$ cat config.mk
export PLATFORM = sky130hd
export DESIGN_NAME = crc_frame_appender
export DESIGN_NICKNAME = d
export VERILOG_FILES = /design/src/rtl/crc_pkg.sv /design/src/rtl/crc_frame_appender_crc_calc.sv /design/src/rtl/crc_frame_appender.sv
export SDC_FILE = /design/constraint.sdc
export NUM_CORES = 1
export LEC_CHECK = 0
export ABC_AREA = 1
export CORE_MARGIN = 2
export CORE_UTILIZATION = 50
export DETAILED_ROUTE_END_ITERATION = 8
export DONT_BUFFER_PORTS = 1
export GPL_TIMING_DRIVEN = 0
export HOLD_SLACK_MARGIN = 0.06
export SLEW_MARGIN = 10
export SYNTH_ARGS = -nofsm -noshare
export SYNTH_HDL_FRONTEND = slang
export SYNTH_HIERARCHICAL = 1
export SYNTH_SLANG_ARGS = --single-unit
$ cat constraint.sdc
create_clock -name clk_i -period 1.98 [get_ports clk_i]
set_input_delay 0.396 -clock clk_i [delete_from_list [all_inputs] [get_ports clk_i]]
set_output_delay 0.396 -clock clk_i [all_outputs]
set_load 0.01 [all_outputs]
$ cat src/rtl/crc_pkg.sv
// Shared CRC framing types and helpers.
// Used by the transmit appender and the receive-side checker.
package crc_pkg;

  typedef enum logic {PAYLOAD, APPEND} appender_state_t;

  // idx counts bytes in emission order; nbytes is the CRC width in bytes
  function automatic logic [7:0] crc_byte_sel(
    input logic [63:0] crc,
    input int unsigned idx,
    input bit          lsb_first,
    input int unsigned nbytes = 2
  );
    int unsigned sel;
    sel = lsb_first ? idx : nbytes - 1 - idx;
    return 8'(crc >> (8 * sel));
  endfunction

endpackage

$ cat src/rtl/crc_frame_appender_crc_calc.sv
// Byte-wide parameterised CRC engine.
// Reflected variants reflect data in and result out around an MSB-first core.
module crc_calc #(
  parameter logic [63:0] POLY     = 64'h1021,
  parameter int          CRC_SIZE = 16,
  parameter logic [63:0] INIT     = 64'hffff,
  parameter bit          REF_IN   = 1'b1,
  parameter bit          REF_OUT  = 1'b1,
  parameter logic [63:0] XOR_OUT  = 64'h0000
) (
  input  logic                clk_i,
  input  logic                rst_i,
  input  logic                soft_reset_i,
  input  logic                valid_i,
  input  logic [7:0]          data_i,
  output logic [CRC_SIZE-1:0] crc_o
);

  localparam int W = CRC_SIZE;
  localparam logic [W-1:0] P = POLY[W-1:0];
  localparam logic [W-1:0] I = INIT[W-1:0];
  localparam logic [W-1:0] X = XOR_OUT[W-1:0];

  logic [W-1:0] crc_q, crc_d;

  function automatic logic [W-1:0] step(
    input logic [W-1:0] c,
    input logic [7:0]   d
  );
    logic [7:0] b;
    logic       fb;
    b = REF_IN ? {<<{d}} : d;
    for (int i = 7; i >= 0; i--) begin
      fb = c[W-1] ^ b[i];
      c  = {c[W-2:0], 1'b0};
      if (fb) c = c ^ P;
    end
    return c;
  endfunction

  function automatic logic [W-1:0] xform(
    input logic [W-1:0] c
  );
    logic [W-1:0] r;
    r = REF_OUT ? {<<{c}} : c;
    return r ^ X;
  endfunction

  always_comb begin
    crc_d = crc_q;
    if (soft_reset_i)
      crc_d = I;
    else if (valid_i)
      crc_d = step(crc_q, data_i);
  end

  always_ff @(posedge clk_i or posedge rst_i) begin
    if (rst_i) begin
      crc_q <= I;
      crc_o <= xform(I);
    end else begin
      crc_q <= crc_d;
      crc_o <= xform(crc_d);
    end
  end

endmodule

$ cat src/rtl/crc_frame_appender.sv
// Transmit framer: forwards payload bytes, then appends the frame CRC.
// One registered output stage with a valid/ready handshake on both sides.
module crc_frame_appender
  import crc_pkg::*;
#(
  parameter logic [63:0] POLY          = 64'h1021,
  parameter int          CRC_SIZE      = 16,
  parameter logic [63:0] INIT          = 64'hffff,
  parameter bit          REF_IN        = 1'b1,
  parameter bit          REF_OUT       = 1'b1,
  parameter logic [63:0] XOR_OUT       = 64'h0000,
  parameter bit          CRC_LSB_FIRST = 1'b1,
  parameter int          CNT_WIDTH     = 32
) (
  input  logic                 clk_i,
  input  logic                 rst_n_i,
  input  logic                 s_valid_i,
  output logic                 s_ready_o,
  input  logic [7:0]           s_data_i,
  input  logic                 s_last_i,
  output logic                 m_valid_o,
  input  logic                 m_ready_i,
  output logic [7:0]           m_data_o,
  output logic                 m_last_o,
  output logic [CNT_WIDTH-1:0] frame_cnt_o
);

  localparam int NB = CRC_SIZE / 8;
  localparam logic [2:0] LAST_IDX = 3'(NB - 1);

  if (CRC_SIZE % 8 != 0 || CRC_SIZE < 8 || CRC_SIZE > 64) begin : g_bad_size
    $error("CRC_SIZE must be a multiple of 8 in 8..64");
  end

  appender_state_t      state_q, state_d;
  logic [2:0]           idx_q, idx_d;
  logic                 valid_q, valid_d;
  logic [7:0]           data_q, data_d;
  logic                 last_q, last_d;
  logic [CNT_WIDTH-1:0] cnt_q, cnt_d;

  logic                crc_valid;
  logic                crc_soft_rst;
  logic [CRC_SIZE-1:0] crc;
  logic                out_free;

  assign out_free = !valid_q || m_ready_i;

  always_comb begin
    state_d      = state_q;
    idx_d        = idx_q;
    valid_d      = valid_q;
    data_d       = data_q;
    last_d       = last_q;
    cnt_d        = cnt_q;
    s_ready_o    = 1'b0;
    crc_valid    = 1'b0;
    crc_soft_rst = 1'b0;
    unique case (state_q)
      PAYLOAD: begin
        s_ready_o = out_free;
        if (s_valid_i && out_free) begin
          data_d    = s_data_i;
          valid_d   = 1'b1;
          last_d    = 1'b0;
          crc_valid = 1'b1;
          if (s_last_i) begin
            state_d = APPEND;
            idx_d   = '0;
          end
        end else if (out_free) begin
          valid_d = 1'b0;
        end
      end
      APPEND: begin
        if (out_free) begin
          data_d  = crc_byte_sel(64'(crc), 32'(idx_q), CRC_LSB_FIRST, NB);
          valid_d = 1'b1;
          last_d  = (idx_q == LAST_IDX);
          idx_d   = idx_q + 3'd1;
          if (idx_q == LAST_IDX) begin
            crc_soft_rst = 1'b1;
            cnt_d        = cnt_q + 1'b1;
            state_d      = PAYLOAD;
            idx_d        = '0;
          end
        end
      end
      default: state_d = PAYLOAD;
    endcase
  end

  always_ff @(posedge clk_i or negedge rst_n_i) begin
    if (!rst_n_i) begin
      state_q <= PAYLOAD;
      idx_q   <= '0;
      valid_q <= 1'b0;
      data_q  <= '0;
      last_q  <= 1'b0;
      cnt_q   <= '0;
    end else begin
      state_q <= state_d;
      idx_q   <= idx_d;
      valid_q <= valid_d;
      data_q  <= data_d;
      last_q  <= last_d;
      cnt_q   <= cnt_d;
    end
  end

  crc_calc #(
    .POLY     (POLY),
    .CRC_SIZE (CRC_SIZE),
    .INIT     (INIT),
    .REF_IN   (REF_IN),
    .REF_OUT  (REF_OUT),
    .XOR_OUT  (XOR_OUT)
  ) u_crc (
    .clk_i        (clk_i),
    .rst_i        (~rst_n_i),
    .soft_reset_i (crc_soft_rst),
    .valid_i      (crc_valid),
    .data_i       (s_data_i),
    .crc_o        (crc)
  );

  assign m_valid_o   = valid_q;
  assign m_data_o    = data_q;
  assign m_last_o    = last_q;
  assign frame_cnt_o = cnt_q;

endmodule

==> summary.md, run 1 <==
| Metric | Value |
|---|---|
| Worst Setup SP | `m_valid_o` |
| Die width | `90.7 um` |
| I/O pin total | `56` |
| Die footprint | `8220 sq um` |
| Synth Instances | `513` |
| Avg Vias per Cell | `5.16` |
| Fin crit period | `1.76 ns` |
| VDD IR max | `708 uV` |
| Clk pin slew, worst setup/hold paths | `0.07 ns` |
| Number of DRC markers in iteration 0 | `179` |
| Maxcap violations | `0` |
| Core area | `7250 sq um` |
| H-tree Lvls | `3` |
| Fin Setup TNS | `0 ns` |
| Worst hold slack | `0.282 ns` |
| DRT Wirelength | `9120 um` |
| Clock power share | `0.248` |
| Crit. End Element | `register` |
| Post-Syn Nets | `527` |
| Worst Hold Path Cells | `3` |
| # setup viols final | `0` |
| Flops & latches, synth | `62` |
| Antenna violations before repair | `0` |
| Fmax | `0.569 GHz` |
| Remaining DRCs | `0` |
| Maximum number of pins on one net before global-route repair | `47` |
| Data arrival, critical path | `2.03 ns` |
| Share of async-settable or async-resettable flops after synthesis | `1.00` |
| Vias | `3,245` |
| Worst Path Required | `2.26 ns` |
| Register area | `1570 sq um` |
| Root Driver | `clkbuf_8` |
| Synthesized area | `3760 sq um` |
| Pwr dens | `1280 nW/um^2` |
| Avg Cell Area, Syn | `7.32 sq um` |
| Initial core utilization | `0.518` |
| Worst r2r path cells | `7` |
| Int Pwr | `3.22 mW` |
| Fillers | `699` |
| Share of the synthesized area in the top cell type | `0.306` |
| Post-synth EDFFs | `0` |
| Combinational share of power | `0.347` |
| Register area share after synthesis | `0.418` |
| TritonRoute pass-1 iters | `4` |
| Hold Fails Final Rpt | `0` |
| Worst-margin pin slew | `0.665 ns` |
| Status | `finished, final reports clean` |
| RSZ-0062 raised after global routing | `no` |
| FF-to-FF Start | `m_valid_o` |
| CTS tree | `built` |
| Clock tree buffer depth | `2` |
| DRT antenna net count | `0` |
| Global-route wire length before repair | `15,400 um` |
| GPL Wtd Cong | `0.889` |
| ANT cells | `0` |
| Clock Latency Late Sink | `0.35 ns` |
| Drt wl/cell | `14.5 um` |
| Min-delay src | `s_data_i[3]` |
| Primary FF master, synth | `dfrtp_1` |
| Crit path kind | `reg2reg` |
| Leakage power | `2.00 nW` |
| Startpoint Class | `register` |
| Proportion of layout cells with a drive suffix above 1 | `0.125` |
| Area Growth Syn to Fin | `10.4%` |
| Nets | `539` |
| Slew headroom | `0.555` |
| Flop pwr share | `0.405` |
| # rows | `31` |
| Die Height | `90.7 um` |
| TritonCTS Buffers | `9` |
| Synth cell types | `37` |
| Hold Crit Class | `in2reg` |
| Placed wire-length estimate | `6700 um` |
| Post-route clock period utilization | `0.888` |
| Setup bufs post-CTS | `0` |
| # port buffers | `0` |
| Final Skew | `0.00900 ns` |
| Switching Fraction | `0.396` |
| Clock sinks | `62` |
| Area occupied by multi-input gates | `1890 sq um` |
| Gr ovfl total | `0` |
| Crit-path max FO | `10` |
| Number of global-route vias before repair | `3,157` |
| GRT Util Overall | `0.238` |
| Largest area contributor in the netlist | `dfrtp_1` |
| Synth warn | `6` |
| Area contributors post-synth | `dfrtp_1 (31%), nand2_1 (17%), dfstp_2 (11%)` |
| Max-slew violations | `0` |
| Net Sw Power | `2.11 mW` |
-- critical path: stages (launching register included) --
cell      delay [ns]
dfrtp_1         0.46
nand2_1         0.18
nand2_1         0.11
nor2_1          0.26
inv_1           0.12
clkbuf_1        0.28
a21oi_1         0.21
nand2_1         0.07
-- layout by cell type, fill, tap and decap left out, types with 7 or more instances in the layout --
master / instances
a21oi_1: 12
xor2_1: 10
a22oi_1: 9
inv_1: 64
nand4_1: 15
nor2_2: 7
nand2_1: 172
dfrtp_1: 46
clkbuf_8: 12
o21ai_0: 10
nand3_1: 40
nor2_1: 46
xnor2_1: 13
nand2_2: 7
dfstp_2: 16
-- power by group through the flow --
stage,Combinational (mW),Sequential [mW],Clock (mW)
final,1.85,2.16,1.32
after global routing,2.10,2.22,1.40
after CTS,1.87,2.16,1.35
after detailed placement,1.83,2.18,0
after global placement,1.81,2.17,0
after floorplan,1.46,2.08,0
-- what timing repair did --
action	in CTS	in global routing
setup endpoints to repair	0	1
hold buffers	2	0
endpoints found under the hold margin	46	0
resized for setup	0	0
-- Yosys cell counts (all sizes together), types with 4 or more instances --
cell      n
a21oi    13
a22oi     9
buf       5
dfrtp    46
dfstp    16
inv      65
nand2   181
nand3    40
nand3b    6
nand4    15
nor2     57
nor3      4
o21ai    10
o22ai     4
xnor2    14
xor2     12
-- through the flow --
stage / instance area, sq um / total power [mW] / cells / utilization / setup slack [ns]
2_1_floorplan: 3760 / 3.55 / 513 / - / 0.536
3_3_place_gp: 3880 / 3.98 / 612 / 0.535 / 0.169
3_5_place_dp: 3880 / 4.01 / 612 / 0.535 / 0.184
4_1_cts: 4150 / 5.38 / 630 / 0.573 / 0.160
5_1_grt: 4150 / 5.73 / 629 / 0.572 / 0.0404
6_report: 4150 / 5.33 / 629 / 0.572 / 0.223
-- per-layer routing --
layer  GRT usage  vias to the layer above  share of wire
met5           0                        -              0
met2       0.399                       78           0.50
li1            -                     1649              -
met4       0.123                        0          0.031
met3      0.0526                       19          0.045
met1       0.287                     1499           0.43
-- state kept, by name, indices dropped and copies added (netlist names) --
signal and count:
u_crc/crc_q 15, m_valid_o 1, m_data_o 8, idx_q 3, u_crc/crc_o 1, frame_cnt_o 32
state_q 1, m_last_o 1
-- worst paths after layout --
path                       slack [ns]              end
min                              0.28   u_crc/crc_q[4]
max                              0.22   u_crc/crc_q[5]
min in group asynchronous        0.40   u_crc/crc_o[0]
max in group asynchronous        1.21  frame_cnt_o[18]
min reg2reg                      0.53   u_crc/crc_q[4]
max reg2reg                      0.22   u_crc/crc_q[5]
-- cells by family after synthesis --
| family | share of synthesized area |
|---|---|
| compound gates | 0.0659 |
| buf+inv | 0.0779 |
| xor+xnor | 0.0666 |
| fa+ha+maj | 0.00333 |
| flops | 0.418 |
| simple gates | 0.368 |
-- cell type report --
class                   count  share of cell area
multi-input cells         377               0.456
flip-flops and latches     62               0.379
inverters                  66              0.0597
clock buffers              13              0.0407
well taps                  99              0.0299
clock inverters             3              0.0157
plain buffers               7             0.00995
repair buffers              2             0.00905
Power figures use the tool's default switching activity.
==> inputs of run 2 (changes only) <==
GPL_TIMING_DRIVEN = default   (was 0)
==> run 2 against run 1 <==
Against the previous run:
- clock skew barely moved
- core utilization fell by 0.21 points
- critical path depth rose by 2
- via count rose by 0.12%
- hold slack got worse by 0.0014 ns
- largest cell class unchanged
- highest routed layer unchanged
==> summary.md, run 2 (synthesized netlist as in run 1, its figures left out) <==
| Metric | Value |
|---|---|
| Status | `finished, final reports clean (unchanged)` |
| Data arrival, critical path | `2.00 ns (was 2.03 ns)` |
| Number of DRC markers in iteration 0 | `153 (was 179)` |
| Die width | `90.7 um (unchanged)` |
| Clock Latency Late Sink | `0.34 ns (was 0.35 ns)` |
| Fin crit period | `1.73 ns (was 1.76 ns)` |
| Avg Vias per Cell | `5.16 (about the same)` |
| ANT cells | `0 (unchanged)` |
| CTS tree | `built (unchanged)` |
| Clock sinks | `62 (unchanged)` |
| Final Cell Area | `4130 sq um (was 4150 sq um)` |
| Register area | `1570 sq um (unchanged)` |
| Pwr dens | `1260 nW/um^2 (was 1280 nW/um^2)` |
| Remaining DRCs | `0 (unchanged)` |
| Setup bufs post-CTS | `0 (unchanged)` |
| Worst Path Required | `2.25 ns (was 2.26 ns)` |
| Flip-flop count of the largest register after layout | `32 (unchanged)` |
| Root Driver | `clkbuf_8 (unchanged)` |
| TritonCTS Buffers | `9 (unchanged)` |
| Area occupied by multi-input gates | `1890 sq um (unchanged)` |
| VDD IR max | `839 uV (was 708 uV)` |
| Post-DP Area | `3900 sq um (was 3880 sq um)` |
| Clock tree buffer depth | `2 (unchanged)` |
| Die footprint | `8220 sq um (unchanged)` |
| # setup viols final | `0 (unchanged)` |
| Fin Setup TNS | `0 ns (unchanged)` |
| Commonest non-fill, non-tap cell in the layout | `nand2_1 (unchanged)` |
| Crit-path max FO | `5 (was 10)` |
| Area Growth Syn to Fin | `10.0% (was 10.4%)` |
| Maximum number of pins on one net before global-route repair | `47 (unchanged)` |
| Fillers | `710 (was 699)` |
| # port buffers | `0 (unchanged)` |
| Worst-margin pin slew | `0.678 ns (was 0.665 ns)` |
| Proportion of layout cells with a drive suffix above 1 | `0.130 (was 0.125)` |
| Antenna violations before repair | `0 (unchanged)` |
| RSZ-0062 raised after global routing | `no (unchanged)` |
| Maxcap violations | `0 (unchanged)` |
| Final Skew | `0.00901 ns (was 0.00900 ns)` |
| Fmax | `0.578 GHz (was 0.569 GHz)` |
| Post-route clock period utilization | `0.874 (was 0.888)` |
| Commonest non-fill, non-tap cells in the layout | `nand2_1 (172), inv_1 (64), nor2_1 (46), dfrtp_1 (46), nand3_1 (40) (unchanged)` |
| Leakage power | `2.00 nW (about the same)` |
| Clk pin slew, worst setup/hold paths | `0.07 ns (about the same)` |
| Hold Fails Final Rpt | `0 (unchanged)` |
| Initial core utilization | `0.518 (unchanged)` |
| Gr ovfl total | `0 (unchanged)` |
| Placed wire-length estimate | `6920 um (was 6700 um)` |
| Startpoint Class | `register (unchanged)` |
| Crit. End Element | `register (unchanged)` |
| Nets | `540 (was 539)` |
| Max-slew violations | `0 (unchanged)` |
| Vias | `3,249 (was 3,245)` |
| Hold Crit Class | `in2reg (unchanged)` |
| GPL Wtd Cong | `0.884 (was 0.889)` |
| DRT antenna net count | `0 (unchanged)` |
| Drt wl/cell | `14.9 um (was 14.5 um)` |
| DRT Wirelength | `9400 um (was 9120 um)` |
| Slew headroom | `0.548 (was 0.555)` |
| Post-CTS sizing | `0 (unchanged)` |
| Number of global-route vias before repair | `3,279 (was 3,157)` |
| Crit path kind | `reg2reg (unchanged)` |
| Global-route wire length before repair | `16,000 um (was 15,400 um)` |
| H-tree Lvls | `3 (unchanged)` |
| Die Height | `90.7 um (unchanged)` |
| # rows | `31 (unchanged)` |
| TritonRoute pass-1 iters | `4 (unchanged)` |
| Core area | `7250 sq um (unchanged)` |
| I/O pin total | `56 (unchanged)` |
| GRT Util Overall | `0.244 (was 0.238)` |
[run 2: routing by layer]
metal,share of wire,track usage
met3,0.050,0.0618
met1,0.42,0.289
met4,0.024,0.104
met2,0.50,0.420
met5,0,0
[run 2: area by class of cell]
type | instances | share of cell area
clock buffer | 12 | 0.0375
tap | 99 | 0.0300
clock inverter | 4 | 0.0109
inverter | 66 | 0.0599
sequential | 62 | 0.380
multi-input combinational | 377 | 0.458
timing repair buffer | 10 | 0.0236
[run 2: path summary, 6_finish.rpt]
| kind | startpoint | slack [ns] | depth (start not counted) | to |
|---|---|---|---|---|
| worst min-delay path | s_data_i[0] | 0.28 | 2 | m_data_o[0] |
| worst max-delay path | frame_cnt_o[0] | 0.25 | 9 | frame_cnt_o[20] |
| max in group asynchronous | rst_n_i | 1.20 | 2 | frame_cnt_o[10] |
| min in group asynchronous | rst_n_i | 0.44 | 2 | u_crc/crc_q[9] |
| worst min register to register | u_crc/crc_q[4] | 0.53 | 2 | u_crc/crc_q[4] |
| worst max register to register | frame_cnt_o[0] | 0.25 | 9 | frame_cnt_o[20] |
[run 2: through the flow]
stage	setup WS, ns	hold WS, ns	power [mW]	std cells	util
2_1_floorplan	0.536	0.100	3.55	513	-
3_3_place_gp	0.322	0.101	4.03	612	0.537
3_5_place_dp	0.300	0.102	4.06	612	0.537
4_1_cts	0.246	0.279	5.24	630	0.570
5_1_grt	0.0924	0.304	5.62	630	0.570
6_report	0.250	0.281	5.21	630	0.570
[run 2: report_power, final]
group          switching, mW  internal [mW]
sequential             0.445           1.73
clock                  0.497          0.645
combinational           1.18          0.712
[run 2: worst max-delay path, cell delays in order (launching register included)]
cell     delay [ns]
dfrtp_1        0.48
ha_1           0.21
inv_1          0.06
nor2_2         0.22
nand2_2        0.15
inv_1          0.08
nand3_1        0.11
nor2_2         0.19
nand3_1        0.10
nand2_1        0.07
[run 2: what timing repair did]
action | 4_1_cts | 5_1_grt
setup endpoints to repair | 0 | 0
hold buffers | 2 | 0
endpoints found under the hold margin | 46 | 0
==> inputs of run 3 (changes only) <==
CAP_MARGIN = 15   (was default)
CELL_PAD_IN_SITES_DETAIL_PLACEMENT = 1   (was default)
CELL_PAD_IN_SITES_GLOBAL_PLACEMENT = 1   (was default)
CORE_UTILIZATION = 46   (was 50)
PLACE_DENSITY_LB_ADDON = 0.1   (was default)
==> run 3 against run 2 <==
Against the previous run:
- sequential cell count stayed put
- power increased by 4.9%
- highest routed layer unchanged
- critical endpoint is now frame_cnt_o[29]
- clock skew is 0.00077 ns higher
- via count rose by 5.3%
==> summary.md, run 3 (synthesized netlist as in run 1, its figures left out) <==
| Metric | Value |
|---|---|
| Flip-flop count of the largest register after layout | `32 (unchanged)` |
| Fmax | `0.592 GHz (was 0.578 GHz)` |
| RSZ-0062 raised after global routing | `no (unchanged)` |
| Worst r2r path cells | `7 (was 9)` |
| Worst Hold Path Cells | `2 (unchanged)` |
| Final Cell Area | `4180 sq um (was 4130 sq um)` |
| Commonest non-fill, non-tap cell in the layout | `nand2_1 (unchanged)` |
| Die width | `94.4 um (was 90.7 um)` |
| Hold Fails Final Rpt | `0 (unchanged)` |
| Fin crit period | `1.69 ns (was 1.73 ns)` |
| Clock sinks | `62 (unchanged)` |
| ANT cells | `0 (unchanged)` |
| Clock Latency Late Sink | `0.35 ns (was 0.34 ns)` |
| Number of global-route vias before repair | `3,702 (was 3,279)` |
| Number of DRC markers in iteration 0 | `65 (was 153)` |
| # setup viols final | `0 (unchanged)` |
| Commonest non-fill, non-tap cells in the layout | `nand2_1 (172), inv_1 (64), nor2_1 (46), dfrtp_1 (46), nand3_1 (40) (unchanged)` |
| TritonCTS Buffers | `9 (unchanged)` |
| Proportion of layout cells with a drive suffix above 1 | `0.130 (unchanged)` |
| Remaining DRCs | `0 (unchanged)` |
| GRT Util Overall | `0.261 (was 0.244)` |
| Crit path kind | `reg2reg (unchanged)` |
| Status | `finished, final reports clean (unchanged)` |
| H-tree Lvls | `3 (unchanged)` |
| Antenna violations before repair | `0 (unchanged)` |
| Core area | `7810 sq um (was 7250 sq um)` |
| # rows | `32 (was 31)` |
| VDD IR max | `628 uV (was 839 uV)` |
| DRT Wirelength | `10,800 um (was 9400 um)` |
| CP Cell Sequence | `nand2_1 > nor2_1 > inv_1 > nor2_1 > nand4_1 > nand2_1 > nand2_1 (was ha_1 > inv_1 > nor2_2 > nand2_2 > inv_1 > nand3_1 > nor2_2 > nand3_1 > nand2_1)` |
| Drt wl/cell | `17.1 um (was 14.9 um)` |
| Data arrival, critical path | `1.93 ns (was 2.00 ns)` |
| Hold buffers post-CTS | `2 (unchanged)` |
| Final Skew | `0.00978 ns (was 0.00901 ns)` |
| Most used cell, CP | `nand2_1` |
| Clk pin slew, worst setup/hold paths | `0.08 ns (was 0.07 ns)` |
| Worst hold slack | `0.284 ns (was 0.281 ns)` |
| Maximum number of pins on one net before global-route repair | `47 (unchanged)` |
| Max-slew violations | `0 (unchanged)` |
| Startpoint Class | `register (unchanged)` |
| Pwr dens | `1310 nW/um^2 (was 1260 nW/um^2)` |
| Worst-margin pin slew | `0.660 ns (was 0.678 ns)` |
| Fin Setup TNS | `0 ns (unchanged)` |
| Hold Crit Class | `in2reg (unchanged)` |
| Post-route clock period utilization | `0.853 (was 0.874)` |
| Worst Path Required | `2.22 ns (was 2.25 ns)` |
| # port buffers | `0 (unchanged)` |
| Critical Path Max Stage Delay | `0.60 ns (was 0.48 ns)` |
| Post-DP Area | `3910 sq um (was 3900 sq um)` |
| Post-CTS sizing | `0 (unchanged)` |
| Vias | `3,420 (was 3,249)` |
| Crit. End Element | `register (unchanged)` |
| CTS tree | `built (unchanged)` |
| Die Height | `94.4 um (was 90.7 um)` |
| GPL Wtd Cong | `0.872 (was 0.884)` |
| CP max-delay cell | `dfrtp_1 (unchanged)` |
| Nets | `540 (unchanged)` |
| Gr ovfl total | `0 (unchanged)` |
| Maxcap violations | `0 (unchanged)` |
| I/O pin total | `56 (unchanged)` |
| Root Driver | `clkbuf_8 (unchanged)` |
| Die footprint | `8910 sq um (was 8220 sq um)` |
| DRT antenna net count | `0 (unchanged)` |
| Crit-path max FO | `9 (was 5)` |
| Global-route wire length before repair | `17,800 um (was 16,000 um)` |
| Slew headroom | `0.560 (was 0.548)` |
| Avg Vias per Cell | `5.40 (was 5.16)` |
| Placed wire-length estimate | `8060 um (was 6920 um)` |
| Area Growth Syn to Fin | `11.1% (was 10.0%)` |
| Clock tree buffer depth | `2 (unchanged)` |
| Leakage power | `2.01 nW (was 2.00 nW)` |
| TritonRoute pass-1 iters | `4 (unchanged)` |
| Setup bufs post-CTS | `0 (unchanged)` |
| Initial core utilization | `0.481 (was 0.518)` |
==> run 3: cell types whose count changed in the layout (fill, tap and decap cells not counted), sizes merged <==
| cell | previous run | this run |
|---|---|---|
| bufinv | 1 | 2 |
| clkinv | 4 | 3 |
==> run 3: final timing paths <==
path                            startpoint               to  slack [ns]
max                        frame_cnt_o[13]  frame_cnt_o[29]        0.29
min                            s_data_i[1]      m_data_o[1]        0.28
max reg2reg                frame_cnt_o[13]  frame_cnt_o[29]        0.29
min reg2reg                 u_crc/crc_q[4]   u_crc/crc_q[4]        0.53
max in group asynchronous          rst_n_i         idx_q[2]        1.21
min in group asynchronous          rst_n_i  u_crc/crc_q[12]        0.42
==> run 3: final cells by class <==
class,count,area [sq um]
fill,1015,3630
multi-input combinational,377,1890
sequential,62,1570
inverter,66,248
clock buffer,12,155
tap,102,128
timing repair buffer,10,110
clock inverter,4,70.1
==> run 3: through the flow <==
step / instances / setup slack (ns) / power [mW] / util
after floorplan: 513 / 0.536 / 3.55 / -
after global routing: 633 / 0.118 / 5.90 / 0.535
after global placement: 615 / 0.331 / 4.05 / 0.501
after detailed placement: 615 / 0.273 / 4.14 / 0.501
after CTS: 633 / 0.255 / 5.52 / 0.535
final: 633 / 0.290 / 5.47 / 0.535
==> run 3: routing by layer <==
metal | vias to the layer above | track usage | wire [um]
met4 | 0 | 0.0870 | 153
met1 | 1697 | 0.298 | 4350
met5 | - | 0 | 0
met3 | 12 | 0.0615 | 528
li1 | 1644 | - | -
met2 | 67 | 0.479 | 5790
==> run 3: worst max-delay path, delay by kind of cell (launching register included) <==
| kind | cells | cell delay (ns) |
|---|---|---|
| DFF | 1 | 0.60 |
| buffers and inverters | 1 | 0.15 |
| and+or+nand+nor | 6 | 0.81 |
==> run 3: report_power, final <==
part           leakage [nW]  internal (mW)  total (mW)  switching [mW]
sequential            0.769           1.73        2.17           0.443
clock                 0.116          0.775        1.31           0.536
combinational          1.13          0.725        1.98            1.26
total                  2.01           3.23        5.47            2.24
==> RTL edit, RTL diff (flow settings as in run 1) <==
Change the parameter `CNT_WIDTH` from 32 to 36.
--- a/src/rtl/crc_frame_appender.sv
+++ b/src/rtl/crc_frame_appender.sv
@@ -12,3 +12,3 @@
   parameter bit          CRC_LSB_FIRST = 1'b1,
-  parameter int          CNT_WIDTH     = 32
+  parameter int          CNT_WIDTH     = 36
 ) (
Ports: changed (resized frame_cnt_o); port bits go from 56 to 60. The function was not compared with the original's and may differ.
==> RTL edit against run 1 <==
- total power decreased by 2.6%
- sequential cell count increased by 4
- cell area increased by 4.0%
- count of clock-buffer cells in the layout rose by 1
- die area up 4.7%
- synthesized area up 4.9%
- wire length rose by 1.2%
- utilization down 1.1 points
- global-route usage down 0.84 points
- worst setup slack hardly changed
- critical path type unchanged
- critical endpoint is now u_crc/crc_q[10]
- highest routed layer unchanged
==> RTL edit: results (changes against run 1) <==
- Syn_nets: 534 (+1.3%)
- Synth Area per Inst: 7.58 um2 (+3.5%)
- FF-to-FF End: u_crc/crc_q[10]
- Leak: 0.00212 uW (+5.9%)
- Diode count: 0 (unchanged)
- Hold Path Sink: m_data_o[3]
- Global-route wire length before repair: 15.5 mm (+0.63%)
- Worst VDD drop: 0.713 mV (+0.80%)
- Largest net degree at the start of global routing: 51 (+8.5%)
- Reg-to-reg slack, setup: 0.22 ns (about the same)
- Clock Skew: 0.00907 ns (+0.0000668 ns)
- DR WL/cell: 14.4 um (-0.51%)
- Filler cells: 753 (+7.7%)
- Antenna violations before repair: 1 (+1)
- Top cells by area, synth: dfrtp_1, nand2_1, dfstp_2, inv_1, nand3_1
- RD Place Congestion: 0.849 (-4.5%)
- Vias in the first global route: 3148 (-0.29%)
- Placed Area: 4070 um2 (+4.9%)
- Post-layout util: 56.1% (-1.1 points)
- Slew margin rel.: 57.0% (+1.5 points)
- Status: completed
- Seq/Total Area, Yosys: 42.4% (+0.57 points)
- DR vias: 3362 (+3.6%)
- Placed Cells: 622 (+1.6%)
- Worst Hold Class: in -> reg
- Detailed-route vias per instance: 5.25 (+1.8%)
- Number of flip-flops in the largest register: 36 (+13%)
- Largest stage delay on the critical path: 0.43 ns (-0.03 ns)
- Initial DRC count: 145 (-19%)
- Share of cells above drive strength 1: 11.5% (-0.93 points)
- WHS Path Cells: 2 (-1)
- Crit path DAT: 2.01 ns (-0.02 ns)
- Worst skew pair latency: 0.33 ns (-0.02 ns)
- Post-DP HPWL: 6.84 mm (+2.1%)
- Synth cell count leaders: nand2_1, inv_1, dfrtp_1
- GRT Util Overall: 23.0% (-0.84 points)
==> RTL edit: changes by cell type in the layout (fill, tap and decap cells not counted), sizes merged, moves of 3 or more <==
cell,delta
a22oi,-8
dfrtp,+4
nand3,+5
a21oi,+17
nand4,-5
inv,+3
nand2,-7
xor2,+3
==> RTL edit: report_power, final <==
group / total [uW] / switching [uW] / internal, uW / leakage [uW]
combinational: 1800 / 1140 / 663 / 0.00118
sequential: 2210 / 407 / 1800 / 0.000836
clock: 1180 / 496 / 683 / 0.000104
==> RTL edit: cell type report <==
cell class,instances,area share [%]
Tap cell,102,2.96
Inverter,69,6.00
Clock buffer,14,4.00
Clock inverter,2,0.783
Buffer,7,1.13
Multi-Input combinational cell,378,45.5
Sequential cell,66,38.7
Timing Repair Buffer,2,0.870
==> RTL edit: worst max-delay path, delay by kind of cell (launching register included) <==
family	cells	cell delay [ns]
compound gates	1	0.22
buf+inv	2	0.42
flops	1	0.43
simple gates	4	0.62
==> RTL edit: metrics by stage <==
step                hold slack (ns)  setup WS, ns
detailed placement            0.101         0.247
finish                        0.270         0.222
floorplan                     0.100         0.487
CTS                           0.260         0.235
global route                  0.274        0.0428
global placement              0.101         0.282
==> RTL edit: per-layer routing <==
| layer | vias up | part of all wire, % | track usage, % |
|---|---|---|---|
| li1 | 1671 | - | - |
| met1 | 1581 | 49 | 33.3 |
| met2 | 100 | 43 | 34.1 |
| met3 | 10 | 7.2 | 6.27 |
| met4 | 0 | 0.85 | 5.88 |
| met5 | - | 0 | 0 |
==> RTL edit: cell families after synthesis <==
family / count (synthesis) / synth area share (%)
compound gates: 50 / 6.73
flops: 66 / 42.4
buf+inv: 76 / 7.81
xor+xnor: 27 / 6.38
simple gates: 300 / 36.4
fa+ha+maj: 1 / 0.317
==> RTL edit: worst max-delay path by stage <==
stage,start,endpoint,slack [ns],depth (start not counted)
3_3_place_gp,frame_cnt_o[0],frame_cnt_o[20],0.28,8
5_1_grt,frame_cnt_o[0],frame_cnt_o[20],0.04,8
4_1_cts,frame_cnt_o[0],frame_cnt_o[20],0.24,8
6_report,m_valid_o,u_crc/crc_q[10],0.22,7
3_5_place_dp,frame_cnt_o[0],frame_cnt_o[20],0.25,8
2_1_floorplan,frame_cnt_o[0],frame_cnt_o[20],0.49,8
